`config.mk`:
```
export PLATFORM = sky130hd
export DESIGN_NAME = cbx_counter
export DESIGN_NICKNAME = d
export VERILOG_FILES = /design/src/rtl/cbx_counter.sv
export SDC_FILE = /design/constraint.sdc
export NUM_CORES = 1
export LEC_CHECK = 0
export CAP_MARGIN = 25
export CORE_MARGIN = 5
export CORE_UTILIZATION = 38
export DETAILED_ROUTE_END_ITERATION = 8
export GPL_TIMING_DRIVEN = 0
export PLACE_DENSITY_LB_ADDON = 0.08
export SYNTH_ARGS = -nofsm -noshare
export SYNTH_HDL_FRONTEND = slang
export SYNTH_SLANG_ARGS = --single-unit
```
`constraint.sdc`:
```
create_clock -name c -period 1.9 [get_ports c]
set_clock_uncertainty 0.05 [all_clocks]
set_input_delay 0.38 -clock c [delete_from_list [all_inputs] [get_ports c]]
set_output_delay 0.38 -clock c [all_outputs]
set_load 0.03 [all_outputs]
```
`src/rtl/cbx_counter.sv`:
```
`default_nettype none
// ============================================================================
//  Module   : cbx_counter
//  Brief    : Parametrised loadable up/down counter with an active-low
//             carry-in/carry-out chain, terminal-count auto-reload and a
//             registered terminal-count strobe.
//  Options  : CBX_PRESET_EN adds xs, an asynchronous active-low preset that
//             forces q to all-ones. xr has priority over xs.
//  Revision : 1.0  initial release
// ============================================================================
module cbx_counter #(
  parameter int             W       = 8,
  parameter logic [W-1:0]   RST_VAL = '0
) (
  input  logic         c,
  input  logic         xr,
`ifdef CBX_PRESET_EN
  input  logic         xs,
`endif
  input  logic         l,
  input  logic [W-1:0] d,
  input  logic         ci,
  input  logic         dn,
  input  logic         wrap,
  input  logic [W-1:0] rv,
  output logic [W-1:0] q,
  output logic [W-1:0] xq,
  output logic         co,
  output logic         tc
);

  localparam logic [W-1:0] C_ALL_ONES = '1;

  logic [W-1:0] cnt_q, cnt_d;
  logic         tc_q, tc_d;
  logic         term;

  // Terminal value depends on direction: all-ones counting up, zero counting down.
  always_comb begin
    term = dn ? (cnt_q == '0) : (cnt_q == C_ALL_ONES);
  end

  // Carry-out is combinational so a chain of stages steps as one wide counter.
  assign co = ~(~ci & term);
  assign q  = cnt_q;
  assign xq = ~cnt_q;
  assign tc = tc_q;

  // Next-state: load beats count beats hold; tc only follows a terminal step.
  always_comb begin
    cnt_d = cnt_q;
    tc_d  = 1'b0;
    if (l) begin
      cnt_d = d;
    end else if (!ci) begin
      if (term) begin
        tc_d  = 1'b1;
        cnt_d = wrap ? rv : (dn ? C_ALL_ONES : '0);
      end else begin
        cnt_d = dn ? (cnt_q - 1'b1) : (cnt_q + 1'b1);
      end
    end
  end

`ifdef CBX_PRESET_EN
  // State register with asynchronous reset (dominant) and asynchronous preset.
  always_ff @(posedge c or negedge xr or negedge xs) begin
    if (!xr) begin
      cnt_q <= RST_VAL;
      tc_q  <= 1'b0;
    end else if (!xs) begin
      cnt_q <= C_ALL_ONES;
      tc_q  <= 1'b0;
    end else begin
      cnt_q <= cnt_d;
      tc_q  <= tc_d;
    end
  end
`else
  // State register with asynchronous reset.
  always_ff @(posedge c or negedge xr) begin
    if (!xr) begin
      cnt_q <= RST_VAL;
      tc_q  <= 1'b0;
    end else begin
      cnt_q <= cnt_d;
      tc_q  <= tc_d;
    end
  end
`endif

endmodule
`default_nettype wire

```
==> qor.txt, run 1 <==
Status: finished, violations left
Failing checks: setup timing
N_diodes: 0
Distinct cells, synth: 41
CTS tree: done
Post-Syn Area: 925 sq um
Startpoint types: register
Unrepaired setup endpoints after global routing: yes
Share of the synthesized area in the top cell type: 0.244
Antenna Nets Post-Route: 0
Crit Path Max Fanout: 4
Number of global-route vias before repair: 983
Pre-antenna DRT Iters: 4
Main synth FF type: dfrtp_1
Via-to-Cell Ratio: 5.47
Final min period: 2.06 ns
# rows: 17
Grt ovf: 0
Largest area contributor in the netlist: dfrtp_1
FFs w/ async S/R, synth: 1.00
Critical Path Slowest Stage Cell: dfrtp_2
CP Cell Sequence: buf_6, ha_4, nor2b_4, o31a_1, o21a_1, or3_1, a31o_1
R2R cell count: 7
IO Pins: 40
Kind of cell adding the most delay to the critical path: compound AO/OA/AOI/OAI gates
Max Cap Viol: 0
Via Count: 990
Power density cells: 712 nW/um^2
CP required: 2.00 ns
M3 GR Usage: 0.0370
Core ar.: 2280 sq um
Fmax: 0.486 GHz
Antenna violations before repair: 0
Crit path largest cell delay: 0.45 ns
Setup ws final: -0.156 ns
Met2 usage: 0.293
DRC: 0
EDFF count, synth: 0
Cts bufs inserted: 3
Die width: 59.3 um
Tot GR Track Use: 0.179
Gate count of the mapped netlist: 106
Synth area leaders: dfrtp_1, ha_1, a21oi_1, a221oi_2, nor4_4
Mapped Nets: 135
Total power: 0.00106 W
Worst slew margin: 0.685
NumNets Final: 183
Pins over their slew limit: 0
H-tree lvl count: 1
Largest net degree at the start of global routing: 11
Peak VDD IR: 619 uV
Per-cell routed wire length: 16.5 um
Area Overhead vs Synth: 61.6%
Final GP Congestion: 0.840
Sequential area share after synthesis: 0.244
Inst Count DP: 170
Worst-skew pair later-pin latency: 0.26 ns
Iteration-0 DRC Markers: 24
Reg-to-Reg Start: q[2]
Crit Path Class: reg2reg
Post-CTS Hold Buffers: 0
Share of cells above drive strength 1: 0.301
Die area: 3520 sq um
R2R Setup Slk: -0.16 ns
DIE HEIGHT: 59.3 um
Crit end category: register
Reg2reg end: q[6]
Synth Register Bits: 9
Initial core utilization: 0.406
Clk root buf: clkbuf_4
Max clock buf depth: 2
Synth warnings: 0
Final hold violation count: 0
Period Utilization, post-route: 1.08
First-pass GRT wire length: 4750 um
Met1 Usage GRT: 0.232
Leakage power: 0.629 nW
HP Class: in2async
Input/output buffers: 36
Routed wire length: 2990 um
GR peak layer: met2
Final Non-Filler Cells: 181
Buf/Inv on CP: 1
Final setup fails: 4
Reg clk slew, reported paths: 0.07 ns
Total clock sinks: 9
HPWL after DPL: 2290 um
Worst-Margin Slew: 0.472 ns
Syn avg cell area: 8.72 sq um
Worst Path Arrival: 2.16 ns
==> kinds of logic (layout without fill, tap and decap cells) <==
family	after synthesis	after routing	share of synthesized area
and+or+nand+nor	32	32	0.226
adders and majority gates	7	7	0.103
xor gates and xnor gates	5	5	0.0474
AOI/OAI and AO/OA	36	36	0.294
DFF	9	9	0.244
buffers and inverters	15	62	0.0622
muxes	2	2	0.0244
==> power breakdown <==
part | internal (W) | switching, W | total, W
logic | 0.000289 | 0.000328 | 0.000618
clock network | 0.0000811 | 0.0000797 | 0.000161
registers | 0.000223 | 0.0000628 | 0.000286
==> cells in the mapped netlist (2+ instances only) <==
cell type / number
a21o_1: 2
a21oi_1: 9
a221oi_2: 3
dfrtp_1: 9
ha_1: 6
inv_1: 9
inv_2: 2
mux2_2: 2
nand2_1: 7
nand3_1: 6
nor2_1: 6
nor3_1: 2
nor3_2: 2
nor4_4: 2
o211ai_1: 2
o21a_1: 2
o21ai_0: 6
o31a_1: 2
o31ai_1: 2
xor2_1: 4
==> final cells by class <==
class / instances / area [sq um]
Fill cell: 181 / 782
Multi-Input combinational cell: 82 / 719
Timing Repair Buffer: 43 / 413
Sequential cell: 9 / 235
Inverter: 12 / 52.6
Tap cell: 28 / 35.0
Clock buffer: 4 / 26.3
Buffer: 3 / 12.5
==> worst register-to-register path, cell delays in order (launching register included) <==
cell and delay [ns]:
dfrtp_2 0.45, buf_6 0.14, ha_4 0.22, nor2b_4 0.12, o31a_1 0.27, o21a_1 0.19
or3_1 0.31, a31o_1 0.21
==> registers in the layout, indices dropped and copies added (netlist names) <==
name  count
q         8
tc        1
==> per-stage QoR <==
step           hold slack [ns]  instance area, sq um  setup TNS (ns)  utilization  setup WS, ns
2_1_floorplan           0.0344                   951         -0.0676            -       -0.0676
3_3_place_gp             0.612                  1350           -6.75        0.592         -1.30
3_5_place_dp             0.636                  1350           -6.87        0.592         -1.30
4_1_cts                  0.398                  1410          -0.268        0.621        -0.157
5_1_grt                  0.409                  1490          -0.736        0.656        -0.219
6_report                 0.380                  1490          -0.397        0.656        -0.156
==> per-layer routing <==
layer  vias up  wire, um
li1        489         -
met1       469      1350
met2        28      1430
met3         4       175
met4         0        40
met5         -         0
==> worst max path at each step <==
stage / endpoint / cells past startpoint / slack (ns) / start
after floorplan: q[6] / 7 / -0.07 / q[1]
after global placement: co / 6 / -1.30 / dn
after detailed placement: co / 6 / -1.30 / dn
after CTS: q[6] / 7 / -0.16 / q[2]
after global routing: q[6] / 7 / -0.22 / q[2]
final: q[6] / 7 / -0.16 / q[2]
==> placed cells by master, fill, tap and decap left out, types with 3 or more instances in the layout <==
cell type,count
clkdlybuf4s50_1,23
buf_4,5
nor2_1,6
nand3_1,5
dlygate4sd2_1,9
clkbuf_4,4
a21oi_1,9
ha_4,3
buf_6,3
inv_1,8
dfrtp_2,8
xor2_1,4
o21ai_0,6
nand2_1,7
a221oi_2,3
==> timing repair <==
| item | 4_1_cts | 5_1_grt |
|---|---|---|
| setup buffers | 3 | 4 |
| gates resized for setup | 30 | 9 |
| pin swaps | 3 | 7 |
| endpoints found under the setup margin | 20 | 6 |
| cloned | 0 | 0 |
| endpoints found under the hold margin | 0 | 0 |
(Power assumes the default switching activity.)
==> run 2: changes to the inputs <==
==> constraint.sdc (replaced) <==
create_clock -name c -period 1.9 [get_ports c]
set_clock_uncertainty 0.05 [all_clocks]
set_input_delay 0.38 -clock c [delete_from_list [all_inputs] [get_ports c]]
set_output_delay 0.38 -clock c [all_outputs]
set_load 0.02 [all_outputs]
==> run 2 against run 1 <==
Via count down 0.40%. Register-to-register slack gained 0.08 ns. Combinational power decreased by 5.0%. Critical endpoint is now co. Clock power about the same. Core utilization is 1.5 points lower. Wire length shrank 4.1%. Critical path depth is 3 lower. Sequential power decreased by 2%. The run still ends with setup timing left. Non-clock buffer count down 2. Largest power group unchanged. First-iteration DRC count increased by 25%.
==> qor.txt, run 2 (same netlist as run 1, synthesis figures left out) <==
Via-to-Cell Ratio: 5.51
Cts bufs inserted: 3
DRC: 0
Pre-antenna DRT Iters: 4
TNS Setup: -0.295 ns
CTS tree: done
Part of the power in registers: 0.272
Via Count: 986
Crit path largest cell delay: 0.44 ns
Per-cell routed wire length: 16.0 um
N_diodes: 0
Crit Path Class: reg2out
Status: finished, violations left
Final GP Congestion: 0.793
Grt ovf: 0
Reg-to-Reg Start: q[2]
CP Cell Sequence: nor4_4, a31oi_4, or2_4, buf_6
R2R Setup Slk: -0.08 ns
Fill count: 199
Iteration-0 DRC Markers: 30
GR peak layer: met2
Share of cells above drive strength 1: 0.285
Crit end category: output port
Setup ws final: -0.0940 ns
Power density cells: 705 nW/um^2
Initial core utilization: 0.406
Pre-CTS WS: -1.35 ns
Largest net degree at the start of global routing: 11
Max Cap Viol: 0
Commonest non-fill, non-tap cell in the layout: clkdlybuf4s50_1
H-tree lvl count: 1
First-pass GRT wire length: 4610 um
Pins over their slew limit: 0
Fmax: 0.502 GHz
Worst-Margin Slew: 0.487 ns
Int Pwr: 0.000600 W
Number of global-route vias before repair: 1,029
Core ar.: 2280 sq um
# rows: 17
Reg clk slew, reported paths: 0.07 ns
Leakage power: 0.593 nW
Met2 usage: 0.285
Max reg flops: 8
Logic pwr share: 0.570
Worst slew margin: 0.674
Clk pwr share: 0.158
Die area: 3520 sq um
Unrepaired setup endpoints after global routing: yes
Final setup fails: 4
Kind of cell adding the most delay to the critical path: simple AND/OR/NAND/NOR gates
Psw: 0.000429 W
Period Utilization, post-route: 1.05
Area Overhead vs Synth: 57.9%
Die width: 59.3 um
Total clock sinks: 9
Peak VDD IR: 524 uV
Worst-skew pair later-pin latency: 0.26 ns
Final hold violation count: 0
Switch share: 0.417
NumNets Final: 181
Max clock buf depth: 2
Reg2reg end: q[6]
Clk root buf: clkbuf_4
Buf/Inv on CP: 1
DIE HEIGHT: 59.3 um
M3 GR Usage: 0.0261
Tot GR Track Use: 0.173
Antenna violations before repair: 0
CP required: 1.47 ns
Routed wire length: 2870 um
Critical Path Slowest Stage Cell: dfrtp_2
Met1 Usage GRT: 0.233
Final min period: 1.99 ns
Failing checks: setup timing
Antenna Nets Post-Route: 0
HPWL after DPL: 2230 um
Crit Path Max Fanout: 3
R2R cell count: 7
HP Class: in2async
IO Pins: 40
Input/output buffers: 36
Startpoint types: register
Worst Path Arrival: 1.56 ns
Commonest cells after routing, fill and taps aside: clkdlybuf4s50_1, a21oi_1, inv_1, dfrtp_2, nand2_1
[run 2: cell count changes in the layout (fill, tap and decap cells not counted), sizes merged]
cell and delta:
dlymetal6s2s -1, clkdlybuf4s50 +8, dlygate4sd2 -7, clkbuf -1, buf -1
[run 2: final cells by class]
cell class                      count  area [sq um]  share of cell area
Sequential cell                     9           235               0.161
Inverter                           12          50.0              0.0343
Tap cell                           28          35.0              0.0240
Buffer                              3          12.5             0.00857
Multi-Input combinational cell     82           701               0.480
Clock buffer                        4          26.3              0.0180
Timing Repair Buffer               41           400               0.274
[run 2: routing by layer]
layer | part of all wire | vias up | wire length, um
met4 | 0.0087 | 0 | 25
met5 | 0 | - | 0
li1 | - | 482 | -
met2 | 0.48 | 33 | 1380
met1 | 0.46 | 467 | 1320
met3 | 0.051 | 4 | 145
[run 2: worst max path at each step]
stage          startpoint  endpoint  slack [ns]  depth (start not counted)
6_report             q[2]        co       -0.09                          4
5_1_grt              q[2]      q[6]       -0.17                          7
4_1_cts              q[2]      q[6]       -0.13                          7
3_5_place_dp           dn        co       -1.35                          6
3_3_place_gp           dn        co       -1.29                          6
2_1_floorplan        q[0]      q[6]       -0.03                          7
[run 2: per-stage QoR]
stage               area (sq um)   util  instances  total power [W]  hold WS (ns)
floorplan                    962      -        106         0.000612        0.0344
global placement            1360  0.596        170         0.000813         0.609
detailed placement          1360  0.596        170         0.000830         0.612
CTS                         1450  0.635        178          0.00102         0.408
global route                1460  0.642        179          0.00109         0.417
finish                      1460  0.642        179          0.00103         0.391
[run 2: power groups by stage]
| stage | sequential [W] | combinational (W) | clock (W) |
|---|---|---|---|
| floorplan | 0.000309 | 0.000304 | 0 |
| global placement | 0.000285 | 0.000528 | 0 |
| detailed placement | 0.000287 | 0.000543 | 0 |
| CTS | 0.000280 | 0.000582 | 0.000162 |
| global route | 0.000286 | 0.000636 | 0.000171 |
| finish | 0.000280 | 0.000587 | 0.000163 |
[run 2: repair_timing]
action,4_1_cts,5_1_grt
resized for setup,24,2
pin swaps,3,4
setup buffers,4,1
setup endpoints to repair,10,5
hold buffers,0,0
==> run 3: changes to the inputs <==
--- a/config.mk
+++ b/config.mk
@@ -10,7 +10,7 @@
 export CORE_UTILIZATION = 38
 export DETAILED_ROUTE_END_ITERATION = 8
 export GPL_TIMING_DRIVEN = 0
-export PLACE_DENSITY_LB_ADDON = 0.08
+export PLACE_DENSITY_LB_ADDON = 0.12
 export SYNTH_ARGS = -nofsm -noshare
 export SYNTH_HDL_FRONTEND = slang
 export SYNTH_SLANG_ARGS = --single-unit
==> run 3 against run 2 <==
Design area up 0.17%. Total power is 0.18% higher. Clock power grew 3%. Flip-flop and latch count unchanged. The run still ends with setup timing left. Combinational power down 1%. Global-route usage rose by 0.63 points. Register-to-register slack about the same. Non-clock buffer count down 1. Hold slack got worse by 0.021 ns. Largest cell class unchanged. Sequential power about the same. Largest power group unchanged. Wire length increased by 1.8%.
==> qor.txt, run 3 (same netlist as run 1, synthesis figures left out) <==
Status: finished, violations left
Failing checks: setup timing
Psw: 0.000430 W
DIE HEIGHT: 59.3 um
Commonest non-fill, non-tap cell in the layout: clkdlybuf4s50_1
Logic pwr share: 0.563
CP required: 1.47 ns
Total power: 0.00103 W
Antenna violations before repair: 0
HP Class: in2async
Largest net degree at the start of global routing: 11
CTS tree: done
CP Cell Sequence: nor4_4, a31oi_4, or2_4, buf_6
Crit end category: output port
Per-cell routed wire length: 16.4 um
Total clock sinks: 9
Cts bufs inserted: 3
Leakage power: 0.610 nW
Int Pwr: 0.000601 W
Max Cap Viol: 0
Core ar.: 2280 sq um
Via-to-Cell Ratio: 5.57
Kind of cell adding the most delay to the critical path: simple AND/OR/NAND/NOR gates
Pins over their slew limit: 0
Via Count: 991
H-tree lvl count: 1
# rows: 17
Final setup fails: 2
Final GP Congestion: 0.862
Setup ws final: -0.112 ns
Part of the power in registers: 0.274
Clk root buf: clkbuf_4
Pre-antenna DRT Iters: 4
Placed Area: 1360 sq um
Buf/Inv on CP: 1
Share of cells above drive strength 1: 0.280
First-pass GRT wire length: 4660 um
DRC: 0
Die area: 3520 sq um
Switch share: 0.417
Final core occ: 0.643
Max reg flops: 8
Initial core utilization: 0.406
Input/output buffers: 36
NumNets Final: 180
Crit path largest cell delay: 0.45 ns
Commonest cells after routing, fill and taps aside: clkdlybuf4s50_1, a21oi_1, inv_1, dfrtp_2, nand2_1
HPWL after DPL: 2230 um
Peak VDD IR: 488 uV
R2R Setup Slk: -0.09 ns
Worst-Margin Slew: 0.488 ns
Number of global-route vias before repair: 1,027
Startpoint types: register
Area Overhead vs Synth: 58.2%
Worst slew margin: 0.675
Critical Path Slowest Stage Cell: dfrtp_2
Clk pwr share: 0.163
Final hold violation count: 0
Worst Path Arrival: 1.58 ns
Reg-to-Reg Start: q[2]
Die width: 59.3 um
Period Utilization, post-route: 1.06
Worst-skew pair later-pin latency: 0.28 ns
Post-route cell area: 1460 sq um
Iteration-0 DRC Markers: 22
N_diodes: 0
Grt ovf: 0
Antenna Nets Post-Route: 0
IO Pins: 40
Fmax: 0.497 GHz
Final min period: 2.01 ns
Crit Path Max Fanout: 4
Routed wire length: 2920 um
Reg2reg end: q[6]
Tot GR Track Use: 0.179
Power density cells: 705 nW/um^2
R2R cell count: 7
Crit Path Class: reg2out
Unrepaired setup endpoints after global routing: yes
Reg clk slew, reported paths: 0.07 ns
Max clock buf depth: 2
## run 3: metrics by stage
stage	setup TNS [ns]	hold WS [ns]	setup WS (ns)	cells
finish	-0.201	0.370	-0.112	178
global route	-0.392	0.402	-0.162	178
global placement	-7.00	0.611	-1.29	170
floorplan	-0.0272	0.0344	-0.0272	106
CTS	-0.238	0.380	-0.117	178
detailed placement	-7.60	0.617	-1.35	170
## run 3: repair_timing
item,CTS,global route
hold endpoints to repair,0,0
endpoints found under the setup margin,11,7
buffers inserted,4,0
gates resized for setup,23,5
hold buffers,0,0
pin swaps,3,1
## run 3: worst reg2reg max path, delay by kind of cell (launching register included)
kind	cells	cell delay, ns
AO/OA/AOI/OAI	3	0.61
buffers and inverters	1	0.14
AND/OR/NAND/NOR	2	0.43
flip-flops	1	0.45
adder cells (fa/ha/maj)	1	0.21
## run 3: worst max path at each step
stage                     startpoint    to  cells past startpoint
after floorplan                 q[0]  q[6]                      7
after global placement            dn    co                      6
after detailed placement          dn    co                      6
after CTS                       q[2]  q[6]                      7
after global routing            q[2]    co                      4
final                           q[2]    co                      4
## run 3: area by class of cell
type | instances | area, sq um
multi-input combinational | 82 | 701
buffer | 3 | 12.5
timing repair buffer | 40 | 403
inverter | 12 | 50.0
sequential | 9 | 235
fill | 199 | 813
tap | 28 | 35.0
clock buffer | 4 | 26.3
## run 3: per-layer routing
metal,vias up,GRT usage,wire length [um]
met5,-,0,0
met4,0,0.0680,46
met3,5,0.0327,177
met2,36,0.292,1390
met1,465,0.234,1310
li1,485,-,-
## run 3: power groups by stage
stage          logic, W  clock network [W]  registers (W)
2_1_floorplan  0.000304                  0       0.000309
3_3_place_gp   0.000528                  0       0.000285
3_5_place_dp   0.000539                  0       0.000287
4_1_cts        0.000576           0.000170       0.000282
5_1_grt        0.000630           0.000179       0.000287
6_report       0.000581           0.000168       0.000283
